## src/rtl/core_pkg.sv

```systemverilog
// core_pkg: shared opcode, PC-update and sequencer-state definitions for the RV32I core.
package core_pkg;
    localparam logic [31:0] RESET_PC_DEFAULT = 32'h0000_0000;

    localparam logic [6:0] OP_LUI    = 7'b0110111;
    localparam logic [6:0] OP_AUIPC  = 7'b0010111;
    localparam logic [6:0] OP_JAL    = 7'b1101111;
    localparam logic [6:0] OP_JALR   = 7'b1100111;
    localparam logic [6:0] OP_BRANCH = 7'b1100011;
    localparam logic [6:0] OP_LOAD   = 7'b0000011;
    localparam logic [6:0] OP_STORE  = 7'b0100011;
    localparam logic [6:0] OP_OPIMM  = 7'b0010011;
    localparam logic [6:0] OP_OP     = 7'b0110011;

    localparam logic [1:0] PCOP_INV = 2'b00;
    localparam logic [1:0] PCOP_SEQ = 2'b01;
    localparam logic [1:0] PCOP_REL = 2'b10;
    localparam logic [1:0] PCOP_ABS = 2'b11;

    typedef enum logic [2:0] {S_FETCH, S_DECODE, S_EXEC, S_WB, S_PARK, S_TRAP} state_e;

    function automatic logic is_legal(input logic [6:0] op);
        return op inside {OP_LUI, OP_AUIPC, OP_JAL, OP_JALR, OP_BRANCH,
                          OP_LOAD, OP_STORE, OP_OPIMM, OP_OP};
    endfunction
endpackage

```

## src/rtl/instr_field_decode.sv

```systemverilog
// instr_field_decode: splits an RV32I instruction word into the fields the sequencer needs.
module instr_field_decode
    import core_pkg::*;
(
    input  logic [31:0] instr,
    output logic [6:0]  opcode,
    output logic [4:0]  rd,
    output logic [19:0] imm20,
    output logic        legal,
    output logic        writes_rd
);
    assign opcode    = instr[6:0];
    assign rd        = instr[11:7];
    assign imm20     = instr[31:12];
    assign legal     = is_legal(opcode);
    assign writes_rd = legal && rd != 5'd0 && !(opcode inside {OP_BRANCH, OP_STORE});
endmodule

```

## src/rtl/exec_sequencer.sv

```systemverilog
// exec_sequencer: multi-cycle fetch/decode/execute/write-back FSM that owns the
// architectural PC, the retire counter and the register-file write strobe.
module exec_sequencer
    import core_pkg::*;
#(
    parameter logic [31:0] RESET_PC = RESET_PC_DEFAULT
) (
    input  logic        clk,
    input  logic        rst_n,
    input  logic        halt,
    output logic        imem_req,
    output logic [31:0] imem_addr,
    input  logic        imem_ack,
    input  logic [31:0] imem_rdata,
    output logic [6:0]  ex_op,
    output logic [19:0] ex_imm20,
    output logic [31:0] ex_pc,
    input  logic [31:0] ex_result,
    input  logic [1:0]  ex_pcop,
    input  logic [31:0] ex_target,
    output logic        rf_we,
    output logic [4:0]  rf_waddr,
    output logic [31:0] rf_wdata,
    output logic [31:0] pc,
    output logic [31:0] retired,
    output logic        illegal
);
    state_e      state_q, state_d;
    logic [31:0] pc_q, pc_d, instr_q, instr_d, result_q, result_d, npc_q, npc_d;
    logic [31:0] retired_q, retired_d, next_pc;
    logic        illegal_q, illegal_d, pend_q, pend_d;
    logic [6:0]  opcode;
    logic [4:0]  rd;
    logic [19:0] imm20;
    logic        legal, writes_rd;

    instr_field_decode u_dec (
        .instr     (instr_q),
        .opcode    (opcode),
        .rd        (rd),
        .imm20     (imm20),
        .legal     (legal),
        .writes_rd (writes_rd)
    );

    assign next_pc   = ex_pcop == PCOP_ABS ? ex_target : pc_q + (ex_pcop == PCOP_REL ? ex_target : 32'd4);
    assign imem_addr = pc_q;
    assign pc        = pc_q;
    assign retired   = retired_q;
    assign illegal   = illegal_q;

    always_comb begin
        state_d   = state_q;
        pc_d      = pc_q;
        instr_d   = instr_q;
        result_d  = result_q;
        npc_d     = npc_q;
        retired_d = retired_q;
        pend_d    = 1'b0;
        imem_req  = 1'b0;
        ex_op     = '0;
        ex_imm20  = '0;
        ex_pc     = '0;
        rf_we     = 1'b0;
        rf_waddr  = '0;
        rf_wdata  = '0;
        case (state_q)
            S_FETCH: begin
                // halt only wins before a request is outstanding
                if (halt && !pend_q) begin
                    state_d = S_PARK;
                end else begin
                    imem_req = rst_n;
                    if (imem_ack) begin
                        instr_d = imem_rdata;
                        state_d = S_DECODE;
                    end else begin
                        pend_d = 1'b1;
                    end
                end
            end
            S_DECODE: begin
                ex_op    = opcode;
                ex_imm20 = imm20;
                ex_pc    = pc_q;
                state_d  = legal ? S_EXEC : S_TRAP;
            end
            S_EXEC: begin
                ex_op    = opcode;
                ex_imm20 = imm20;
                ex_pc    = pc_q;
                result_d = ex_result;
                npc_d    = next_pc;
                state_d  = (ex_pcop == PCOP_INV || next_pc[1:0] != 2'b00) ? S_TRAP : S_WB;
            end
            S_WB: begin
                rf_we     = writes_rd;
                rf_waddr  = rd;
                rf_wdata  = result_q;
                pc_d      = npc_q;
                retired_d = retired_q + 32'd1;
                state_d   = S_FETCH;
            end
            S_PARK: state_d = halt ? S_PARK : S_FETCH;
            default: state_d = state_q;
        endcase
        illegal_d = illegal_q | (state_d == S_TRAP);
    end

    always_ff @(posedge clk or negedge rst_n) begin
        if (!rst_n) begin
            state_q   <= S_FETCH;
            pc_q      <= RESET_PC;
            instr_q   <= '0;
            result_q  <= '0;
            npc_q     <= '0;
            retired_q <= '0;
            illegal_q <= 1'b0;
            pend_q    <= 1'b0;
        end else begin
            state_q   <= state_d;
            pc_q      <= pc_d;
            instr_q   <= instr_d;
            result_q  <= result_d;
            npc_q     <= npc_d;
            retired_q <= retired_d;
            illegal_q <= illegal_d;
            pend_q    <= pend_d;
        end
    end
endmodule

```

## config.mk

```make
export PLATFORM = sky130hd
export DESIGN_NAME = exec_sequencer
export DESIGN_NICKNAME = d
export VERILOG_FILES = /design/src/rtl/core_pkg.sv /design/src/rtl/instr_field_decode.sv /design/src/rtl/exec_sequencer.sv
export SDC_FILE = /design/constraint.sdc
export NUM_CORES = 1
export LEC_CHECK = 0
export CORE_UTILIZATION = 51
export DETAILED_ROUTE_END_ITERATION = 8
export PLACE_DENSITY = 0.92
export SLEW_MARGIN = 30
export SYNTH_ARGS = -nofsm -noshare
export SYNTH_HDL_FRONTEND = slang
export SYNTH_SLANG_ARGS = --single-unit
export TNS_END_PERCENT = 30
```

## constraint.sdc

```tcl
create_clock -name clk -period 8.23 [get_ports clk]
set_clock_uncertainty 0.15 [all_clocks]
set_input_delay 0.823 -clock clk [delete_from_list [all_inputs] [get_ports clk]]
set_output_delay 0.823 -clock clk [all_outputs]
set_load 0.1 [all_outputs]
```

==> results.tsv, run 1 <==
stage	metric	value	unit
floorplanning	die_area	0.01911	mm^2
status	violations	DRC	
drt	postRouteAntennaNets	0	
layout	mostFrequentLayoutCells	clkdlybuf4s50_1 (295), nand2_1 (267), dfrtp_1 (165), and2_1 (97), and3_1 (53)	
synthesis	ys.flop_type	dfrtp_1	
sta	rsz0062_at_grt	false	
drt	wl_per_cell	16.85	um
synthesis	syn_area	0.009464	mm^2
sta	max_freq	204.6	MHz
global_routing	overflow	0	
drt	viasPerCell	5.525	
synthesis	yosysUniqueCellTypes	58	
clocking	clock-sinks	165	
sta	fin_crit_sh	59.38	%
place	dp_hpwl	18.50	mm
clocking	cts_max_level	4	
drt	wirelength	26.09	mm
synthesis	yosysSeqAreaShare	43.63	%
layout	fin_nets	1441	
synthesis	synth-edff-count	0	
drt	dr_total_vias	8553	
critical_path	slowest_stage	nor2b_1	
clocking	clock_path_buffers	2	
drt	drt_iter0_markers	572	
synthesis	ys_ff_latch	165	
layout	drive_gt1_share	6.368	%
critical_path	start_kind	primary input	
sta	hold_slack	0.2509	ns
global_routing	grt_pass1_wl	42.92	mm
floorplanning	coreArea	0.01809	mm^2
critical_path	cp_max_fo	22	
place	port_buffers	296	
clocking	cts-root-buf	clkbuf_16	
synthesis	synth_nets	1205	
global_routing	first_global_vias	8561	
critical_path	critical_path_arrival	5.06	ns
clocking	postCtsSetupBuffers	0	
pwr	leakagePower	6.172	nW
layout	diodes	0	
clocking	worstSkewPairLatency	0.43	ns
layout	layout_commonest_cell	clkdlybuf4s50_1	
floorplanning	initial_core_util	52.33	%
layout	seq_area	0.004129	mm^2
critical_path	critical-path-max-stage-delay	0.57	ns
layout	syn2layout_area_growth	36.96	%
critical_path	end_kind	flip-flop	
sta	tightest_slew	1.031	ns
pwr	power-per-cell-area	133.6	mW/mm^2
flow_run	cap_violations	0	
clocking	cts_resized	0	
drt	drc_errors	38	
sta	min_period	4.887	ns
sta	setup_viol	0	
synthesis	yosys_warnings	0	
place	place_congestion	0.8623	
sta	slew_headroom	31.03	%
hold_path	min_path_type	primary input to async pin	
global_routing	grt_usage	28.06	%
critical_path	cp_cell_sequence	clkdlybuf4s50_1 > nor2b_1 > buf_4 > and2_1 > ha_1 > a211o_1 > a211oi_1 > or2_1 > o2111ai_2 > a41oi_2 > mux2_1 > nor4_1 > o21ai_1 > a31o_1	
clocking	cts_tree	yes	
layout	fillers	1339	
drt	drtPass1Iterations	9	
critical_path	critPathBufInv	2	
pwr	peakVddDrop	0.0001466	V
floorplanning	die_w	138.2	um
synthesis	avgSynthCellArea	8.845	um^2
synthesis	syn_inst	1070	
clocking	numCtsBuffers	17	
floorplanning	io_pins	297	
floorplanning	rows	49	
critical_path	cp_data_required_time	8.40	ns
sta	fin_setup_tns	0	ns
clocking	hold_buffers	0	
floorplanning	dieHeight	138.2	um
sta	drv_slew	0	
global_routing	grt_max_degree	85	
critical_path	crit_family	compound AO/OA/AOI/OAI gates	
synthesis	ys_async_sr_fraction	100.0	%
global_routing	antenna_found_initial	0	
clocking	clk_pin_slew_worst_paths	0.07	ns
sta	finalHoldViolations	0	
critical_path	crit_type	primary input to flip-flop	
layout	multi_input_area	0.004856	mm^2
status	status	finished with violations	
[flip-flops by register name, indices dropped and copies added (netlist names)]
name / flops
illegal: 1
imem_addr: 32
instr_q: 32
npc_q: 32
pend_q: 1
result_q: 32
retired: 32
state_q: 3
[synth_stat cells, types with 2 or more instances]
cell type  count  area (um^2)
and2_1        98        613.1
o21bai_1       3        22.52
and3_1        53        331.6
a211o_1        2        17.52
a21boi_0       2        15.01
nor3_1         5        25.02
buf_1          9        33.78
a21oi_1       47        235.2
o21a_1         2        15.01
inv_1          8        30.03
buf_4         32        240.2
mux2i_1        4        40.04
clkbuf_1      46        172.7
nor3b_1        2        15.01
mux2_2        32        360.4
nor2_1        37        138.9
nand2b_1       4        25.02
o21ai_1        2        10.01
a211oi_1       2        15.01
xor2_1        18        157.7
ha_1          32        400.4
o211ai_1       4        30.03
or4_1          2        15.01
nand2_1      268         1006
a311oi_1       2        17.52
xnor2_1       38        332.8
a21o_1        26        195.2
and4_1         6        52.55
a31oi_1       13        81.33
nor2b_1        6        37.54
a2111oi_0      2        17.52
a31o_1         3        26.28
o31ai_1        3        22.52
a41o_1         2        20.02
o21ai_0       35        175.2
nand4_1        9        56.30
buf_2          3        15.01
dfrtp_1      165         4129
nand3_1       22        110.1
or3_1          3        18.77
[cells by family after synthesis]
group | Yosys count | share of synthesized area [%]
XOR/XNOR | 56 | 5.182
AO/OA/AOI/OAI | 159 | 10.74
AND/OR/NAND/NOR | 521 | 26.31
buffers and inverters | 98 | 5.196
multiplexers | 38 | 4.508
adder cells (fa/ha/maj) | 33 | 4.442
flip-flops | 165 | 43.63
[final timing paths]
kind                                 end  cells after the start          from  slack (ns)
min in group clk           imem_addr[31]                      2     npc_q[31]        0.32
max                            npc_q[31]                     14    ex_pcop[1]        3.34
min reg2reg                imem_addr[31]                      2     npc_q[31]        0.32
min                        imem_addr[19]                      1         rst_n        0.25
max in group asynchronous    retired[15]                      2         rst_n        6.46
max reg2reg                    npc_q[30]                     11  imem_addr[0]        4.76
[layer usage]
metal	up-vias	track usage [%]	part of all wire [%]	wire length (um)
met5	-	0	0	0
li1	4044	-	-	-
met1	4127	35.09	42	11040
met2	318	47.56	49	12770
met3	64	4.330	5.3	1370
met4	0	13.96	3.5	911
[where the power goes]
group	switching (mW)	internal, mW	total [mW]	leakage, nW
registers	0.00510	0.819	0.824	1.96
logic	0.0539	0.0644	0.118	3.93
clock network	0.383	0.406	0.789	0.282
[metrics by stage]
stage | std cells | worst slack [ns] | total power [mW] | area [um^2] | utilization, %
floorplan | 1070 | 4.370 | 0.8786 | 9464 | -
global placement | 1515 | 3.107 | 0.9543 | 12340 | 68.23
detailed placement | 1516 | 2.931 | 0.9581 | 12370 | 68.41
CTS | 1548 | 3.397 | 1.741 | 12960 | 71.67
global route | 1548 | 3.023 | 1.789 | 12960 | 71.67
finish | 1548 | 3.343 | 1.732 | 12960 | 71.67
[cell type report]
type                    count  share of cell area [%]
clock buffers              17                   3.282
inverters                   8                  0.2317
multi-input cells         807                   37.46
clock inverters            15                   1.274
flip-flops and latches    165                   31.85
well taps                 229                   2.210
repair buffers            307                   23.69
No activity file was read; power rests on OpenSTA's default activity.
==> inputs of run 2 (changes only) <==
--- a/config.mk
+++ b/config.mk
@@ -5,9 +5,9 @@
 export SDC_FILE = /design/constraint.sdc
 export NUM_CORES = 1
 export LEC_CHECK = 0
-export CORE_UTILIZATION = 51
+export CORE_UTILIZATION = 48
 export DETAILED_ROUTE_END_ITERATION = 8
-export PLACE_DENSITY = 0.92
+export PLACE_DENSITY = 0.87
 export SLEW_MARGIN = 30
 export SYNTH_ARGS = -nofsm -noshare
 export SYNTH_HDL_FRONTEND = slang
==> constraint.sdc (replaced) <==
create_clock -name clk -period 4.77 [get_ports clk]
set_clock_uncertainty 0.15 [all_clocks]
set_input_delay 0.477 -clock clk [delete_from_list [all_inputs] [get_ports clk]]
set_output_delay 0.477 -clock clk [all_outputs]
set_load 0.1 [all_outputs]
==> run 2 against run 1 <==
Compared with the run above: largest cell class unchanged; hold slack improved by 0.066 ns; final cell count up 2.2%; largest power group is now the clock network; sequential share of layout area rose by 0.12 points; total power increased by 82%; die area grew 6.2%; the run now ends clean; design area down 0.37%; sequential power grew 72%; global-route usage decreased by 2.1 points.
==> results.tsv, run 2 (synthesis results as in run 1) <==
stage	metric	value	unit	change
global_routing	grt_max_degree	80		was 85
floorplanning	initial_core_util	49.76	%	was 52.33%
place	place_ws	0.2650	ns	was 2.931 ns
layout	fillers	1502		was 1339
drt	wirelength	26.03	mm	was 26.09 mm
clocking	clock-sinks	165		unchanged
floorplanning	die_area	0.02028	mm^2	was 0.01911 mm^2
critical_path	reg2reg_depth	11		unchanged
hold_path	hp-start	npc_q[31]		
global_routing	grt_usage	25.96	%	was 28.06%
flow_run	cap_violations	0		unchanged
critical_path	rrSetupSlack	1.26	ns	was 4.76 ns
pwr	leakagePower	6.350	nW	was 6.172 nW
clocking	cts_max_level	4		unchanged
layout	drive_gt1_share	11.35	%	was 6.368%
sta	min_period	4.197	ns	
clocking	clock_path_buffers	2		unchanged
pwr	clock_power_share	48.3	%	was 45.6%
floorplanning	dieHeight	142.4	um	was 138.2 um
critical_path	crit_start	ex_pcop[1]		unchanged
layout	design_area	0.01291	mm^2	was 0.01296 mm^2
layout	fin_nets	1444		was 1441
sta	tightest_slew	1.035	ns	was 1.031 ns
clocking	clk_pin_slew_worst_paths	0.07	ns	about the same
pwr	power-per-cell-area	243.8	mW/mm^2	was 133.6 mW/mm^2
place	place_area	0.01225	mm^2	was 0.01237 mm^2
clocking	numCtsBuffers	17		unchanged
drt	viasPerCell	5.346		was 5.525
sta	drv_slew	0		unchanged
critical_path	cp_max_fo	20		was 22
place	dp_hpwl	18.34	mm	was 18.50 mm
layout	diodes	0		unchanged
sta	hold_slack	0.3173	ns	was 0.2509 ns
layout	multi_input_area	0.004857	mm^2	was 0.004856 mm^2
layout	final_util	67.91	%	was 71.67%
layout	mostFrequentLayoutCells	nand2_1 (267), clkdlybuf4s50_1 (232), dfrtp_1 (165), and2_1 (97), buf_4 (75)		was clkdlybuf4s50_1 (295), nand2_1 (267), dfrtp_1 (165), and2_1 (97), and3_1 (53)
drt	drc_errors	0		was 38
hold_path	min_path_type	flip-flop to flip-flop		was primary input to async pin
critical_path	timing.rr.start	imem_addr[0]		unchanged
clocking	cts_tree	yes		unchanged
floorplanning	io_pins	297		unchanged
layout	syn2layout_area_growth	36.46	%	was 36.96%
pwr	p_sw_share	22.63	%	was 25.55%
hold_path	min_delay_path_depth	2		
critical_path	start_kind	primary input		unchanged
critical_path	critical_path_arrival	4.37	ns	was 5.06 ns
drt	wl_per_cell	16.46	um	was 16.85 um
critical_path	crit_type	primary input to flip-flop		unchanged
floorplanning	rows	50		was 49
clocking	postCtsSetupBuffers	0		unchanged
sta	rsz0062_at_grt	false		unchanged
floorplanning	coreArea	0.01902	mm^2	was 0.01809 mm^2
clocking	cts-root-buf	clkbuf_16		unchanged
drt	drt_iter0_markers	526		was 572
drt	dr_total_vias	8457		was 8553
global_routing	antenna_found_initial	0		unchanged
pwr	combPwrFrac	6.5	%	was 6.8%
critical_path	cp_data_required_time	4.94	ns	was 8.40 ns
drt	drtPass1Iterations	5		was 9
critical_path	end_kind	flip-flop		unchanged
status	status	completed		was finished with violations
sta	setup_viol	0		unchanged
sta	fin_setup_tns	0	ns	unchanged
pwr	p_sw	712.4	uW	was 442.4 uW
global_routing	overflow	0		unchanged
sta	finalHoldViolations	0		unchanged
layout	layout_commonest_cell	nand2_1		was clkdlybuf4s50_1
drt	postRouteAntennaNets	0		unchanged
place	dp.cells	1549		was 1516
global_routing	first_global_vias	8172		was 8561
pwr	internal_power	2.436	mW	was 1.289 mW
sta	slew_headroom	30.81	%	was 31.03%
sta	fin_crit_sh	87.99	%	
pwr	finalPower	3.148	mW	was 1.732 mW
sta	setup_ws	0.5728	ns	was 3.343 ns
layout	stdcell_count	1582		was 1548
sta	max_freq	238.3	MHz	
layout	seq_area	0.004129	mm^2	unchanged
critical_path	worstSetupEndpoint	npc_q[31]		unchanged
critical_path	r2r-end	npc_q[30]		unchanged
place	place_congestion	0.9590		was 0.8623
pwr	p_seq_share	45.2	%	was 47.6%
pwr	peakVddDrop	0.0002417	V	was 0.0001466 V
clocking	worstSkewPairLatency	0.43	ns	about the same
global_routing	grt_pass1_wl	41.37	mm	was 42.92 mm
floorplanning	die_w	142.4	um	was 138.2 um
place	port_buffers	296		unchanged
-- run 2: cell types whose count changed in the layout (fill, tap and decap cells not counted), sizes merged --
cell | before | now
buf | 12 | 77
clkinvlp | 2 | 0
clkinv | 8 | 5
bufinv | 0 | 4
clkdlybuf4s50 | 295 | 232
dlygate4sd3 | 0 | 1
clkbuf | 17 | 18
-- run 2: critical path: stages --
cell and delay (ns):
clkdlybuf4s50_1 0.56, nor2b_1 0.46, buf_4 0.32, and2_1 0.16, ha_1 0.29, and3_1 0.25
and3_1 0.23, nor3_1 0.24, a21oi_1 0.15, a41oi_2 0.31, mux2_1 0.37, nor4_1 0.23
o21ai_1 0.11, a31o_1 0.21
-- run 2: cell type report --
cell class                 instances  share of cell area (%)
clock inverter                    14                   1.676
timing repair buffer             310                   22.59
multi-input combinational        807                   37.61
clock buffer                      18                   3.400
sequential                       165                   31.97
inverter                           8                  0.2325
tap                              260                   2.519
-- run 2: worst min-delay path by stage --
stage / slack (ns) / end
after floorplan: 0.03 / illegal
after global placement: 0.29 / npc_q[22]
after global routing: 0.33 / imem_addr[6]
after detailed placement: 0.29 / npc_q[22]
final: 0.32 / imem_addr[31]
after CTS: 0.31 / imem_addr[31]
-- run 2: metal layers --
layer | global-route usage, % | wire length, um
met1 | 33.29 | 11320
met2 | 44.45 | 12800
met3 | 4.744 | 1412
met4 | 7.866 | 503
met5 | 0 | 0
-- run 2: power by group through the flow --
stage          combinational [mW]  sequential [mW]  clock (mW)
5_1_grt                     0.226             1.42        1.60
6_report                    0.206             1.42        1.52
3_3_place_gp                0.200             1.45           0
4_1_cts                     0.207             1.42        1.54
3_5_place_dp                0.204             1.45           0
2_1_floorplan              0.0697             1.45           0
-- run 2: repair_timing --
item,CTS,global route
hold buffers,1,0
hold endpoints to repair,44,0
gates resized for setup,0,0
setup endpoints to repair,0,0
==> inputs of run 3 (changes only) <==
--- a/config.mk
+++ b/config.mk
@@ -5,9 +5,10 @@
 export SDC_FILE = /design/constraint.sdc
 export NUM_CORES = 1
 export LEC_CHECK = 0
-export CORE_UTILIZATION = 48
+export CORE_UTILIZATION = 30
+export CTS_BUF_LIST = sky130_fd_sc_hd__clkbuf_2 sky130_fd_sc_hd__clkbuf_4 sky130_fd_sc_hd__clkbuf_8
 export DETAILED_ROUTE_END_ITERATION = 8
-export PLACE_DENSITY = 0.87
+export PLACE_DENSITY = 0.61
 export SLEW_MARGIN = 30
 export SYNTH_ARGS = -nofsm -noshare
 export SYNTH_HDL_FRONTEND = slang
==> run 3 against run 2 <==
Compared with the run above: the flow now finishes with violations (DRC); count of clock-buffer cells in the layout shrank 1; die area grew 59%; critical path depth did not move; design area decreased by 0.45%; sequential cell count is the same; hold slack better by 0.0065 ns; total power is 13% lower; sequential power is essentially flat; critical path type unchanged; core utilization shrank 26 points; combinational power about the same.
==> results.tsv, run 3 (synthesis results as in run 1) <==
stage	metric	value	unit	change
global_routing	first_global_vias	8140		was 8172
critical_path	end_kind	flip-flop		unchanged
drt	wl_per_cell	15.73	um	was 16.46 um
layout	drive_gt1_share	12.02	%	was 11.35%
floorplanning	die_area	0.03226	mm^2	was 0.02028 mm^2
floorplanning	dieHeight	179.6	um	was 142.4 um
critical_path	cp_data_required_time	4.98	ns	was 4.94 ns
clocking	cts-root-buf	clkbuf_8		was clkbuf_16
layout	layout_commonest_cell	nand2_1		unchanged
critical_path	r2r-end	npc_q[30]		unchanged
layout	fin_nets	1445		was 1444
floorplanning	initial_core_util	30.70	%	was 49.76%
clocking	clk_pin_slew_worst_paths	0.10	ns	was 0.07 ns
global_routing	antenna_found_initial	1		was 0
sta	setup_viol	0		unchanged
drt	postRouteAntennaNets	0		unchanged
place	place_congestion	0.8474		was 0.9590
clocking	cts_max_level	4		unchanged
flow_run	cap_violations	0		unchanged
layout	final_util	41.70	%	was 67.91%
sta	slew_headroom	30.31	%	was 30.81%
critical_path	rrSetupSlack	1.30	ns	was 1.26 ns
clocking	cts_resized	0		unchanged
sta	drv_slew	0		unchanged
drt	drc_errors	36		was 0
clocking	clock-sinks	165		unchanged
pwr	power-per-cell-area	213.5	mW/mm^2	was 243.8 mW/mm^2
critical_path	reg2reg_depth	11		unchanged
drt	dr_total_vias	8147		was 8457
layout	syn2layout_area_growth	35.85	%	was 36.46%
global_routing	grt_pass1_wl	44.28	mm	was 41.37 mm
critical_path	timing.rr.start	imem_addr[0]		unchanged
status	status	finished with violations		was completed
clocking	clock_path_buffers	2		unchanged
critical_path	crit_type	primary input to flip-flop		unchanged
floorplanning	die_w	179.6	um	was 142.4 um
clocking	hold_buffers	1		unchanged
pwr	peakVddDrop	0.0001387	V	was 0.0002417 V
clocking	postCtsSetupBuffers	0		unchanged
clocking	cts_tree	yes		unchanged
layout	mostFrequentLayoutCells	nand2_1 (267), clkdlybuf4s50_1 (223), dfrtp_1 (165), and2_1 (97), buf_4 (83)		was nand2_1 (267), clkdlybuf4s50_1 (232), dfrtp_1 (165), and2_1 (97), buf_4 (75)
sta	fin_setup_tns	0	ns	unchanged
place	dp_hpwl	19.44	mm	was 18.34 mm
critical_path	critical_path_arrival	4.06	ns	was 4.37 ns
critical_path	start_kind	primary input		unchanged
clocking	worstSkewPairLatency	0.47	ns	was 0.43 ns
hold_path	whs_endpoint	imem_addr[31]		unchanged
sta	min_period	3.854	ns	was 4.197 ns
drt	drtPass1Iterations	7		was 5
hold_path	min_path_type	flip-flop to flip-flop		unchanged
sta	rsz0062_at_grt	false		unchanged
place	port_buffers	296		unchanged
drt	drt_iter0_markers	442		was 526
hold_path	min_delay_path_depth	2		unchanged
status	violations	DRC		
floorplanning	io_pins	297		unchanged
layout	fillers	3047		was 1502
global_routing	grt_usage	17.16	%	was 25.96%
global_routing	grt_max_degree	120		was 80
drt	viasPerCell	4.734		was 5.346
clocking	numCtsBuffers	17		unchanged
pwr	leakagePower	6.270	nW	was 6.350 nW
sta	finalHoldViolations	0		unchanged
global_routing	overflow	0		unchanged
sta	tightest_slew	1.042	ns	was 1.035 ns
floorplanning	coreArea	0.03083	mm^2	was 0.01902 mm^2
sta	fin_crit_sh	80.79	%	was 87.99%
drt	wirelength	27.07	mm	was 26.03 mm
sta	max_freq	259.5	MHz	was 238.3 MHz
critical_path	cp_max_fo	19		was 20
hold_path	hp-start	npc_q[31]		unchanged
floorplanning	rows	64		was 50
[run 3: area by class of cell]
cell class | count | area, um^2 | area share [%]
well taps | 396 | 495.5 | 3.854
repair buffers | 311 | 2907 | 22.61
flip-flops and latches | 165 | 4129 | 32.11
multi-input cells | 807 | 4856 | 37.77
diodes | 2 | 5.005 | 0.03893
inverters | 8 | 30.03 | 0.2336
clock buffers | 17 | 234.0 | 1.820
clock inverters | 15 | 201.4 | 1.567
[run 3: power by group]
part           internal, mW  switching, mW
clock network         0.458          0.658
logic                 0.113         0.0948
registers              1.41        0.00833
[run 3: how the worst max path moves through the flow]
stage / depth (start not counted) / slack [ns] / end / start
final: 14 / 0.92 / npc_q[31] / ex_pcop[1]
after global routing: 14 / 0.62 / npc_q[31] / ex_pcop[1]
after CTS: 14 / 0.96 / npc_q[31] / ex_pcop[1]
after detailed placement: 14 / 0.47 / npc_q[31] / ex_pcop[1]
after global placement: 14 / 0.50 / npc_q[31] / ex_pcop[1]
after floorplan: 11 / 1.22 / npc_q[30] / imem_addr[0]
[run 3: stage by stage]
stage                     cells  setup slack (ns)  hold WS (ns)  instance area, um^2  power (mW)
after floorplan            1070             1.218       0.03141                 9464       1.516
after global placement     1686            0.4977        0.2968                12420       1.656
after global routing       1720            0.6194        0.3451                12850       2.873
after detailed placement   1686            0.4735        0.3012                12410       1.659
after CTS                  1719            0.9603        0.3153                12850       2.795
final                      1721            0.9161        0.3238                12860       2.745
[run 3: critical path: stages]
cell,delay [ns]
clkdlybuf4s50_1,0.56
nor2b_1,0.28
buf_4,0.27
and2_1,0.16
ha_1,0.29
and3_1,0.24
and3_1,0.23
nor3_1,0.20
a21oi_1,0.13
a41oi_2,0.30
mux2_1,0.37
nor4_1,0.25
o21ai_1,0.11
a31o_1,0.20
[run 3: routing by layer]
layer  global-route usage (%)  up-vias  routed length, um
li1                         -     4048                  -
met1                    22.82     3865              12640
met2                    28.33      204              12770
met3                    2.532       30               1108
met4                    6.207        0                552
met5                        0        -                  0
